==> src/rtl/pc_next_unit.sv <==
// IF-stage program counter with prioritised next-PC selection, boot hold and
// stall-time redirect buffering. Optional alignment trap: define PC_ALIGN_CHECK_EN.
module pc_next_unit #(
  parameter logic [31:0] RESET_VECTOR = 32'h0000_0000,
  parameter logic [31:0] EXC_VECTOR   = 32'h0000_0080,
  parameter int unsigned BOOT_HOLD    = 2
) (
  input  logic        clk,
  input  logic        rst,
  input  logic        stall,
  input  logic        branch_taken,
  input  logic [31:0] branch_target,
  input  logic        jump,
  input  logic [31:0] jump_target,
  input  logic        flush,
  output logic [31:0] pc_out,
  output logic        if_valid,
  output logic        redirect_pending,
  output logic        align_fault
);

  typedef enum logic [1:0] {
    S_BOOT  = 2'd0,
    S_RUN   = 2'd1,
    S_STALL = 2'd2
  } state_t;

  typedef struct packed {
    logic        fault;
    logic [31:0] pc;
  } sel_t;

  localparam logic [1:0]  PRI_NONE   = 2'd0;
  localparam logic [1:0]  PRI_BRANCH = 2'd1;
  localparam logic [1:0]  PRI_JUMP   = 2'd2;
  localparam logic [1:0]  PRI_FLUSH  = 2'd3;
  localparam logic [31:0] ALIGN_MASK = 32'hFFFF_FFFC;
  localparam logic [3:0]  BOOT_LAST  = 4'(BOOT_HOLD - 1);

  // Flush always lands on EXC_VECTOR untouched; branch/jump targets go
  // through the alignment policy at the moment they are consumed.
  function automatic sel_t resolve(input logic [1:0] pri, input logic [31:0] tgt);
    sel_t res;
    res.fault = 1'b0;
    res.pc    = tgt;
    if (pri != PRI_FLUSH) begin
`ifdef PC_ALIGN_CHECK_EN
      if (tgt[1:0] != 2'b00) begin
        res.fault = 1'b1;
        res.pc    = EXC_VECTOR;
      end
`else
      res.pc = tgt & ALIGN_MASK;
`endif
    end
    return res;
  endfunction

  state_t      r_state;
  state_t      w_state_nxt;
  logic [3:0]  r_boot_cnt;
  logic [3:0]  w_boot_cnt_nxt;
  logic [31:0] r_pc;
  logic [31:0] w_pc_nxt;
  logic        r_valid;
  logic        w_valid_nxt;
  logic [1:0]  r_pend_pri;
  logic [1:0]  w_pend_pri_nxt;
  logic [31:0] r_pend_tgt;
  logic [31:0] w_pend_tgt_nxt;
  logic        r_pend;
  logic        w_pend_nxt;
  logic        r_fault;
  logic        w_fault_nxt;

  logic [1:0]  w_live_pri;
  logic [31:0] w_live_tgt;
  logic        w_live_wins;
  sel_t        w_sel;

  // NOTE: every always_comb output gets a default first, so no path can infer a latch.
  always_comb begin
    w_live_pri = PRI_NONE;
    w_live_tgt = 32'h0000_0000;
    if (flush) begin
      w_live_pri = PRI_FLUSH;
      w_live_tgt = EXC_VECTOR;
    end else if (jump) begin
      w_live_pri = PRI_JUMP;
      w_live_tgt = jump_target;
    end else if (branch_taken) begin
      w_live_pri = PRI_BRANCH;
      w_live_tgt = branch_target;
    end
  end

  // A live request beats the buffered one on equal priority.
  assign w_live_wins = (w_live_pri != PRI_NONE) && (w_live_pri >= r_pend_pri);

  // NOTE: state registers use non-blocking assignments so every flop samples pre-edge values.
  always_ff @(posedge clk or posedge rst) begin
    if (rst) begin
      r_state <= S_BOOT;
    end else begin
      r_state <= w_state_nxt;
    end
  end

  always_comb begin
    w_state_nxt    = r_state;
    w_boot_cnt_nxt = r_boot_cnt;
    w_pc_nxt       = r_pc;
    w_valid_nxt    = r_valid;
    w_pend_pri_nxt = r_pend_pri;
    w_pend_tgt_nxt = r_pend_tgt;
    w_pend_nxt     = r_pend;
    w_fault_nxt    = 1'b0;
    w_sel          = '0;

    unique case (r_state)
      S_BOOT: begin
        w_valid_nxt    = 1'b0;
        w_boot_cnt_nxt = r_boot_cnt + 4'd1;
        if (r_boot_cnt == BOOT_LAST) begin
          w_state_nxt = S_RUN;
          w_valid_nxt = 1'b1;
        end
      end

      S_RUN: begin
        if (stall) begin
          w_state_nxt = S_STALL;
          w_valid_nxt = 1'b0;
          if (w_live_pri != PRI_NONE) begin
            w_pend_pri_nxt = w_live_pri;
            w_pend_tgt_nxt = w_live_tgt;
            w_pend_nxt     = 1'b1;
          end
        end else if (w_live_pri != PRI_NONE) begin
          w_sel       = resolve(w_live_pri, w_live_tgt);
          w_pc_nxt    = w_sel.pc;
          w_fault_nxt = w_sel.fault;
        end else begin
          w_pc_nxt = r_pc + 32'd4;
        end
      end

      S_STALL: begin
        if (stall) begin
          if (w_live_wins) begin
            w_pend_pri_nxt = w_live_pri;
            w_pend_tgt_nxt = w_live_tgt;
            w_pend_nxt     = 1'b1;
          end
        end else begin
          // The held instruction was never issued, so release never adds 4.
          w_state_nxt = S_RUN;
          w_valid_nxt = 1'b1;
          if (w_live_wins) begin
            w_sel       = resolve(w_live_pri, w_live_tgt);
            w_pc_nxt    = w_sel.pc;
            w_fault_nxt = w_sel.fault;
          end else if (r_pend_pri != PRI_NONE) begin
            w_sel       = resolve(r_pend_pri, r_pend_tgt);
            w_pc_nxt    = w_sel.pc;
            w_fault_nxt = w_sel.fault;
          end
          w_pend_pri_nxt = PRI_NONE;
          w_pend_tgt_nxt = 32'h0000_0000;
          w_pend_nxt     = 1'b0;
        end
      end

      default: begin
        w_state_nxt    = S_BOOT;
        w_boot_cnt_nxt = 4'd0;
        w_pc_nxt       = RESET_VECTOR;
        w_valid_nxt    = 1'b0;
        w_pend_pri_nxt = PRI_NONE;
        w_pend_tgt_nxt = 32'h0000_0000;
        w_pend_nxt     = 1'b0;
      end
    endcase
  end

  always_ff @(posedge clk or posedge rst) begin
    if (rst) begin
      r_boot_cnt <= 4'd0;
      r_pc       <= RESET_VECTOR;
      r_valid    <= 1'b0;
      r_pend_pri <= PRI_NONE;
      r_pend_tgt <= 32'h0000_0000;
      r_pend     <= 1'b0;
      r_fault    <= 1'b0;
    end else begin
      r_boot_cnt <= w_boot_cnt_nxt;
      r_pc       <= w_pc_nxt;
      r_valid    <= w_valid_nxt;
      r_pend_pri <= w_pend_pri_nxt;
      r_pend_tgt <= w_pend_tgt_nxt;
      r_pend     <= w_pend_nxt;
      r_fault    <= w_fault_nxt;
    end
  end

  assign pc_out           = r_pc;
  assign if_valid         = r_valid;
  assign redirect_pending = r_pend;
`ifdef PC_ALIGN_CHECK_EN
  assign align_fault      = r_fault;
`else
  assign align_fault      = 1'b0;
`endif

endmodule
==> config.mk <==
export PLATFORM = sky130hd
export DESIGN_NAME = pc_next_unit
export DESIGN_NICKNAME = d
export VERILOG_FILES = /design/src/rtl/pc_next_unit.sv
export SDC_FILE = /design/constraint.sdc
export NUM_CORES = 1
export LEC_CHECK = 0
export ABC_AREA = 1
export CAP_MARGIN = 10
export CORE_MARGIN = 10
export CORE_UTILIZATION = 50
export CTS_CLUSTER_SIZE = 16
export DETAILED_ROUTE_END_ITERATION = 10
export DONT_BUFFER_PORTS = 1
export GPL_ROUTABILITY_DRIVEN = 1
export PLACE_DENSITY_LB_ADDON = 0.12
export REMOVE_ABC_BUFFERS = 1
export SLEW_MARGIN = 20
export SYNTH_ARGS = -nofsm -noshare
export SYNTH_HDL_FRONTEND = slang
export SYNTH_SLANG_ARGS = --single-unit
==> constraint.sdc <==
create_clock -name clk -period 7.35 [get_ports clk]
set_clock_uncertainty 0.15 [all_clocks]
set_input_delay 1.47 -clock clk [delete_from_list [all_inputs] [get_ports clk]]
set_output_delay 1.47 -clock clk [all_outputs]
set_load 0.005 [all_outputs]
==> flow_metrics.env <==
export IMPL_synthMuxAreaShare_pct=0.211
export IMPL_fp_dieH_um=123
export IMPL_numCtsBuffers=9
export IMPL_clock_latency_ns=0.37
export IMPL_worstSetupPathType="input pin to flop"
export IMPL_dr_pass1_iters=7
export IMPL_synth_simple_gate_area_share_pct=38.5
export IMPL_syn_inst=822
export IMPL_max_freq_ghz=0.231
export IMPL_p_clk_share_pct=21.5
export IMPL_p_sw_uw=803
export IMPL_core_area_um2=10400
export IMPL_critical_path_max_stage_delay_ns=0.75
export IMPL_hold_viol_final=0
export IMPL_critPathCaptureType="flop"
export IMPL_syn2layout_area_growth_pct=3.09
export IMPL_crit_top_cell="nand2_1"
export IMPL_n_antenna_cell=0
export IMPL_place_detailed_hpwl_um=11500
export IMPL_drive_above_1_share_pct=4.84
export IMPL_synth_compound_area_share_pct=11.9
export IMPL_p_per_area_nw_per_um2=309
export IMPL_p_seq_share_pct=38.7
export IMPL_grt_pass1_vias=5065
export IMPL_synth_edff_count=0
export IMPL_r2r_cells=7
export IMPL_p_sw_share_pct=47.2
export IMPL_cts_resized=0
export IMPL_whs_path_depth=2
export IMPL_nets=879
export IMPL_pwr_share_comb_pct=39.8
export IMPL_timing_max_cap_violations=0
export IMPL_grt_setup_unrepaired="no"
export IMPL_synth_adder_area_share_pct=2.11
export IMPL_fin_crit_ns=4.34
export IMPL_crit_path_start="branch_taken"
export IMPL_drt_total_wl_um=16100
export IMPL_clock_root_buffer="clkbuf_8"
export IMPL_worst_pin_slew_ns=0.973
export IMPL_path_clk_slew_ns=0.08
export IMPL_synth_top_family_by_area="simple AND/OR/NAND/NOR gates"
export IMPL_cts_sinks=74
export IMPL_grt_overflow=0
export IMPL_die_width_um=123
export IMPL_synth_distinct_cells=39
export IMPL_required_ns=7.51
export IMPL_ctsHoldBuffers=0
export IMPL_worstPathCellList="inv_1 > nor2_4 > nor2_1 > ha_1 > o21ai_0 > nand2_1 > nand2_8 > nand4_2 > nand3_4 > nor2_4 > nand2_1 > nand2_1"
export IMPL_num_rows=37
export IMPL_ir_drop_mv=0.285
export IMPL_synth_area_um2=5340
export IMPL_dr_total_vias=5188
export IMPL_initial_utilization_pct=51.5
export IMPL_p_leak_uw=0.00258
export IMPL_dp_cells=925
export IMPL_port_buffers=0
export IMPL_cts_setup_buffers=0
export IMPL_die_area_um2=15200
export IMPL_critPathArrivalTime_ns=4.49
export IMPL_io_pins=105
export IMPL_htreeDepth=3
export IMPL_n_fill_cell=1083
export IMPL_setup_viol=0
export IMPL_grt_use_total_pct=21.7
export IMPL_status="complete, no violations"
export IMPL_finalCritPeriodShare_pct=59.0
export IMPL_antenna_left=0
export IMPL_async_flop_share_pct=100
export IMPL_ys_seq_area_share_pct=34.7
export IMPL_start_kind="input pin"
export IMPL_viasPerCell=5.51
export IMPL_cts_tree="done"
export IMPL_synth_top_flop_cell="dfrtp_1"
export IMPL_ys_ff_latch=74
export IMPL_ys_warnings_count=0
export IMPL_grt_max_degree=75
export IMPL_placed_area_um2=5290
export IMPL_power_internal_uw=896
export IMPL_worst_path_max_fanout=34
export IMPL_multiInputGateArea_um2=2910
export IMPL_r2r_slack_ns=4.26
export IMPL_gp_congestion=0.889
export IMPL_worstHoldStart="r_boot_cnt[3]"
export IMPL_slowest_stage="nor2_4"
export IMPL_avgSynthCellArea_um2=6.49
export IMPL_antenna_found_initial=0
export IMPL_synthXorXnorAreaFrac_pct=1.64
export IMPL_slew_headroom_pct=35.1
export IMPL_wl_per_cell_um=17.1
export IMPL_hold_path_end="r_boot_cnt[3]"
export IMPL_hp_class="flop to flop"
export IMPL_drc_errors=0
export IMPL_stdcell_area_um2=5500
export IMPL_fin_cells=941
export IMPL_r2r_end="r_pend_tgt[0]"
export IMPL_r2r_start="r_state[1]"
export IMPL_drtIter0Drc=481
export IMPL_grt_first_pass_wirelength_um=26300
export IMPL_ctsLongestPathBuffers=2
export IMPL_seq_area_um2=1850
export IMPL_slew_violations=0
export IMPL_tns_ns=0
cell usage in the layout, fill, tap and decap left out, types with 6 or more instances in the layout:
cell type	n
o21ai_0	45
clkbuf_8	10
nor2_1	56
nand2_1	341
ha_1	9
nand3_1	64
xnor2_1	6
inv_1	83
o22ai_1	24
a21oi_1	37
dfrtp_1	74
how the worst max path moves through the flow:
| stage | endpoint | slack, ns | depth (start not counted) |
|---|---|---|---|
| 2_1_floorplan | r_pend_pri[0] | 3.07 | 10 |
| 3_3_place_gp | pc_out[15] | 2.79 | 12 |
| 3_5_place_dp | pc_out[10] | 2.62 | 12 |
| 4_1_cts | pc_out[10] | 2.99 | 12 |
| 5_1_grt | pc_out[7] | 2.65 | 12 |
| 6_report | pc_out[10] | 3.01 | 12 |
cells by family after synthesis:
kind of cell / count (synthesis)
AO/OA/AOI/OAI: 115
XOR/XNOR: 10
adder cells (fa/ha/maj): 9
buffers and inverters: 124
flip-flops: 74
multiplexers: 1
other: 1
AND/OR/NAND/NOR: 488
power by group through the flow:
stage	sequential, uW	clock, uW	combinational, uW
after floorplan	609	0	485
after global placement	661	0	648
after detailed placement	665	0	664
after CTS	658	367	667
after global routing	677	389	762
final	657	365	676
flip-flops by register name, indices dropped and copies added, names as in the netlist:
name,cells
r_state,2
r_pend_tgt,32
pc_out,32
r_boot_cnt,4
r_pend_pri,2
if_valid,1
redirect_pending,1
synth_stat cells, types with 2 or more instances:
master / count / share of area, %
nand4_1: 5 / 0.59
clkbuf_1: 6 / 0.42
dfrtp_1: 74 / 35
inv_4: 2 / 0.23
nand2_2: 2 / 0.23
o21ai_1: 3 / 0.28
a21oi_1: 37 / 3.5
o21ai_0: 45 / 4.2
a22o_1: 3 / 0.49
nand2_1: 341 / 24
nor2_1: 56 / 3.9
o22ai_1: 24 / 2.8
nand3_1: 64 / 6.0
nor2_8: 2 / 0.75
buf_2: 13 / 1.2
buf_6: 9 / 1.9
buf_4: 7 / 0.98
nor2_4: 3 / 0.63
xor2_1: 4 / 0.66
inv_1: 84 / 5.9
nor3_1: 5 / 0.47
ha_1: 9 / 2.1
nor2_2: 3 / 0.35
xnor2_1: 6 / 0.98
through the flow:
step	worst slack (ns)	power, uW	hold slack (ns)	util, %
floorplan	3.07	1090	0.343	-
global placement	2.79	1310	0.367	51.0
detailed placement	2.62	1330	0.373	51.0
CTS	2.99	1690	0.392	53.1
global route	2.65	1830	0.419	53.1
finish	3.01	1700	0.392	53.1
critical path, delay by kind of cell:
kind                     cells  cell delay [ns]
AND/OR/NAND/NOR              9             2.54
buffers and inverters        1             0.07
adder cells (fa/ha/maj)      1             0.31
AO/OA/AOI/OAI                1             0.09
per-layer routing:
layer / GRT usage (%) / routed length (um)
met1: 28.1 / 7060
met2: 34.5 / 7530
met3: 6.47 / 1290
met4: 6.26 / 216
met5: 0 / 0
final cells by class:
| type | instances | area share, % |
|---|---|---|
| tap | 136 | 3.09 |
| clock buffer | 11 | 2.57 |
| inverter | 88 | 6.09 |
| clock inverter | 5 | 1.41 |
| multi-input combinational | 624 | 52.8 |
| sequential | 74 | 33.6 |
| timing repair buffer | 3 | 0.409 |
Note: power is estimated with default switching activity, not from simulation.
